<file path="src/rtl/mod_counter.sv">
// mod_counter: programmable-modulus up/down counter with prescaler, load/clear, wrap/saturate and sticky flags
//   clk, rst (async, active-high) | en: count enable | clr, load, load_val: sync clear/load (clr wins)
//   dir: 1 up / 0 down | sat: 1 saturate / 0 wrap | max_val: range 0..max_val | presc: step every presc+1 enabled cycles
//   flag_clr: clears sticky flags | count, at_max, at_zero, wrap pulse, ovf_flag, unf_flag: status
module mod_counter #(
  parameter int CNT_W   = 8,
  parameter int PRESC_W = 4
) (
  input  logic               clk,
  input  logic               rst,
  input  logic               en,
  input  logic               clr,
  input  logic               load,
  input  logic [CNT_W-1:0]   load_val,
  input  logic               dir,
  input  logic               sat,
  input  logic [CNT_W-1:0]   max_val,
  input  logic [PRESC_W-1:0] presc,
  input  logic               flag_clr,
  output logic [CNT_W-1:0]   count,
  output logic               at_max,
  output logic               at_zero,
  output logic               wrap,
  output logic               ovf_flag,
  output logic               unf_flag
);
  logic [CNT_W-1:0]   r_count;
  logic [PRESC_W-1:0] r_presc;
  logic               r_wrap, r_ovf, r_unf;
  logic               w_tick, w_step_en, w_up_term, w_dn_term, w_wrap, w_ovf_set, w_unf_set;
  logic [CNT_W-1:0]   w_step, w_load_val;
  // >= rather than == so a prescaler left above a freshly lowered presc ticks at once instead of rolling over
  assign w_tick     = r_presc >= presc;
  assign w_step_en  = en & w_tick & ~clr & ~load;
  assign w_up_term  = r_count >= max_val;
  assign w_dn_term  = r_count == '0;
  assign w_load_val = (load_val > max_val) ? max_val : load_val;
  // down-step above a lowered max_val snaps to max_val so the result stays in range
  assign w_step = dir ? (w_up_term ? (sat ? max_val : '0) : r_count + 1'b1)
                      : (w_dn_term ? (sat ? '0 : max_val)
                                   : ((r_count > max_val) ? max_val : r_count - 1'b1));
  assign w_wrap    = w_step_en & ~sat & (dir ? w_up_term : w_dn_term);
  assign w_ovf_set = w_step_en & dir & w_up_term;
  assign w_unf_set = w_step_en & ~dir & w_dn_term;
  always_ff @(posedge clk or posedge rst) begin
    if (rst) begin
      r_count <= '0;
      r_presc <= '0;
      r_wrap  <= 1'b0;
      r_ovf   <= 1'b0;
      r_unf   <= 1'b0;
    end else begin
      if (clr || load) begin
        r_count <= clr ? '0 : w_load_val;
        r_presc <= '0;
      end else if (en) begin
        r_presc <= w_tick ? '0 : r_presc + 1'b1;
        if (w_tick) r_count <= w_step;
      end
      r_wrap <= w_wrap;
      r_ovf  <= w_ovf_set | (r_ovf & ~flag_clr);
      r_unf  <= w_unf_set | (r_unf & ~flag_clr);
    end
  end
  assign count    = r_count;
  assign at_max   = r_count >= max_val;
  assign at_zero  = r_count == '0;
  assign wrap     = r_wrap;
  assign ovf_flag = r_ovf;
  assign unf_flag = r_unf;
endmodule

</file>
<file path="config.mk">
export PLATFORM = sky130hd
export DESIGN_NAME = mod_counter
export DESIGN_NICKNAME = d
export VERILOG_FILES = /design/src/rtl/mod_counter.sv
export SDC_FILE = /design/constraint.sdc
export NUM_CORES = 1
export LEC_CHECK = 0
export CELL_PAD_IN_SITES_DETAIL_PLACEMENT = 1
export CELL_PAD_IN_SITES_GLOBAL_PLACEMENT = 2
export CORE_MARGIN = 2
export CORE_UTILIZATION = 26
export CTS_CLUSTER_DIAMETER = 50
export CTS_CLUSTER_SIZE = 12
export DETAILED_ROUTE_END_ITERATION = 6
export PLACE_DENSITY = 0.85
export SLEW_MARGIN = 20
export SYNTH_ARGS = -nofsm -noshare
export SYNTH_HDL_FRONTEND = slang
export SYNTH_SLANG_ARGS = --single-unit
</file>
<file path="constraint.sdc">
create_clock -name clk -period 2.3 [get_ports clk]
set_input_delay 0.46 -clock clk [delete_from_list [all_inputs] [get_ports clk]]
set_output_delay 0.46 -clock clk [all_outputs]
set_load 0.05 [all_outputs]
</file>
==> run_results.csv, run 1 <==
group,metric,value,unit
yosys,ys_types,46,
timing,finalHoldViolCount,0,
routing,vias,2015,
die,dieHeight,87.16,µm
power,powerDensity,420.2,mW/mm²
clock_network,clock_latency,0.26,ns
timing,fin_crit_sh,101.5,%
routing,antenna_left,0,
finish,fin_util,42.72,%
critical_path,worstPathArrival,1.87,ns
placement,gp_congestion,0.9189,
yosys,ys_ff_latch,15,
run_status,outcome,"finished with violations",
power,p_comb_share,56.9,%
yosys,synth_flop_cell,"dfrtp_1",
power,clkPwrFrac,19.0,%
power,p_int,0.7247,mW
timing,rsz0062_at_grt,"true",
run_status,violations,"negative setup slack",
power,vdd_drop_max,0.1579,mV
global_route,grt_pass1_vias,2156,
yosys,synth_edf_count,0,
placement,placed_cells,372,
clock_network,clk_path_buf_depth,2,
worst_hold_path,min_path_type,"flop to flop",
global_route,grt_use_total,17.64,%
die,boundaryPins,41,
power,power_switching_share,40.25,%
clock_network,cts_buffers,3,
timing,finalSetupTns,-0.03446,ns
power,p_switching,0.4882,mW
critical_path,path_max_fanout,4,
routing,firstDrtPassIters,4,
yosys,ys_async_sr_fraction,100.0,%
finish,drive_gt1_share,34.65,%
critical_path,r2r_end,"count[1]",
routing,drcViolationCount,0,
yosys,yosysSeqAreaShare,20.88,%
critical_path,crit_required,1.84,ns
clock_network,cts_tree,"yes",
clock_network,cts_sinks,15,
run,cap_violations,0,
finish,syn_to_final_growth,60.54,%
global_route,grt.overflow.total,0,
critical_path,reg2regPathDepth,10,
critical_path,critPathKind,"flop to primary output",
yosys,synth_most_common_cell,"ha_1",
critical_path,r2r_slack,0,ns
placement,dp_hpwl,4943,µm
routing,viasPerCell,5.261,
yosys,synthesis.nets,272,
clock_network,hold_buffers,0,
yosys,syn-instance-count,220,
global_route,grt_max_degree,18,
die,initial_utilization,26.61,%
timing,fmax,0.4284,GHz
global_route,gr-usage-met2,32.06,%
yosys,avgSynthCellArea,8.173,µm²
timing,fin_crit,2.334,ns
timing,setup_violations,1,
global_route,top_usage_layer,"met2",
timing,tightest_slew,0.6405,ns
clock_network,root_buffer,"clkbuf_8",
finish,fin_nets,356,
timing,hold_slack,0.5227,ns
global_route,grt_antenna_before_repair,0,
die,design.die.area,0.007597,mm²
routing,wl,6551,µm
timing,fin_ws,-0.03446,ns
yosys,post-synth-top-area-cell,"dfrtp_1",
die,placementRows,30,
worst_hold_path,hold_start,"unf_flag",
placement,portBuffers,40,
finish,final_cells,383,
power,leakage,1.317,nW
yosys,synth_area_leaders,"dfrtp_1 21%, ha_1 17%, xor2_1 5.8%, a221o_1 5.0%, inv_1 4.8%",
die,die_w,87.16,µm
yosys,yosys_warnings,0,
worst_hold_path,min_to,"unf_flag",
critical_path,endpoint_kind,"primary output",
global_route,met3_usage,1.422,%
finish,diodes,0,
die,core,0.006756,mm²
clock_network,clk_pin_slew,0.06,ns
worst_hold_path,holdPathStages,2,
routing,drt_iter0_drc,82,
clock_network,htree_levels,1,
critical_path,worst_setup_path_start_kind,"flop",
yosys,synth_common_cells,"24 x ha_1, 23 x inv_1, 17 x nor2_1",
critical_path,rr_startpoint,"count[1]",
timing,skew,0.001366,ns
timing,relSlewSlack,57.25,%
power,seqPwrFrac,24.1,%
timing,finalMaxSlewViolations,0,
yosys,netlist.area_leader.share,20.88,%
yosys,synth_area,0.001798,mm²
routing,post_drt_wl_per_cell,17.10,µm
global_route,grt_pass1_wl,10450,µm
global_route,globalRouteMet1Util,22.11,%
[sequential cells by signal, summed over array words and instances, names as in the netlist]
signal and count:
count 8, ovf_flag 1, r_presc 4, unf_flag 1, wrap 1
[layer usage]
layer,vias to the layer above,part of all wire [%]
met3,10,3.9
li1,970,-
met4,0,1.6
met1,980,43
met2,55,51
met5,-,0
[critical path: stages, from the launching register on]
cell and delay [ns]:
dfrtp_4 0.49, ha_4 0.22, nor2b_4 0.12, o211a_4 0.24, o21ai_4 0.15, nand2_2 0.10, buf_6 0.15, buf_8 0.14
[metrics by stage]
| step | power [mW] | instance area (µm²) | setup slack, ns |
|---|---|---|---|
| 4_1_cts | 1.181 | 2795 | -0.02898 |
| 5_1_grt | 1.284 | 2887 | -0.06198 |
| 2_1_floorplan | 0.6577 | 1831 | -0.02293 |
| 3_5_place_dp | 0.8981 | 2604 | -0.6944 |
| 6_report | 1.213 | 2887 | -0.03446 |
| 3_3_place_gp | 0.8851 | 2604 | -0.5820 |
[area by class of cell]
cell class              count  area, µm²
multi-input cells         169       1474
clock buffers               4      45.04
fillers                   796       3870
well taps                  80      100.1
inverters                  23      86.33
flip-flops and latches     15      385.4
repair buffers             92      795.8
[worst max-delay path by stage]
stage                     startpoint       end  slack [ns]  cells after the start
after global placement    max_val[5]  count[2]       -0.58                     10
after floorplan             count[1]  count[7]       -0.02                      8
after detailed placement  max_val[5]  count[7]       -0.69                     10
after CTS                   count[1]    at_max       -0.03                      7
final                       count[1]    at_max       -0.03                      7
after global routing        count[1]    at_max       -0.06                      7
[cells in the final DEF (no fill, tap or decap), types with 2 or more instances in the layout]
cell	instances
a21oi_1	8
nand2_1	11
o21ai_2	2
inv_2	7
a221o_1	9
clkbuf_8	3
mux2i_1	7
a41o_1	2
nand4_1	4
a31oi_1	3
xor2_1	12
buf_4	50
xnor2_1	2
a221oi_2	2
dlygate4sd2_1	6
clkdlybuf4s50_1	29
and3_1	4
o21ai_0	4
nor2_1	15
ha_4	6
inv_1	16
nor3_1	4
dfrtp_1	9
nand3_1	11
ha_1	17
a21oi_2	2
nor2_2	3
o211ai_1	3
o32ai_1	2
o21ai_1	4
nand2b_1	3
dfrtp_2	5
[power by group through the flow]
stage / clock [mW] / sequential (mW) / combinational [mW]
final: 0.231 / 0.293 / 0.690
after global routing: 0.245 / 0.294 / 0.745
after CTS: 0.233 / 0.292 / 0.657
after detailed placement: 0 / 0.293 / 0.605
after global placement: 0 / 0.293 / 0.593
after floorplan: 0 / 0.344 / 0.313
[timing repair]
action	CTS	global route
resized for setup	38	20
cloned	0	1
pin swaps	16	9
setup buffers	4	2
setup endpoints to repair	9	10
[kinds of logic (layout without fill, tap and decap cells)]
group | Yosys count | in the layout | share of synthesized area [%]
AND/OR/NAND/NOR | 67 | 67 | 19.69
AO/OA/AOI/OAI | 56 | 56 | 22.62
buffers and inverters | 36 | 119 | 8.629
adder cells (fa/ha/maj) | 24 | 24 | 16.70
flip-flops | 15 | 15 | 20.88
XOR/XNOR | 14 | 14 | 6.820
multiplexers | 8 | 8 | 4.662
No activity file was read; power rests on OpenSTA's default activity.
==> run 2: changes to the inputs <==
GPL_ROUTABILITY_DRIVEN = 0   (was unset)
==> results of run 2 <==
Final layout, timing and power as in run 1 (identical DEF).
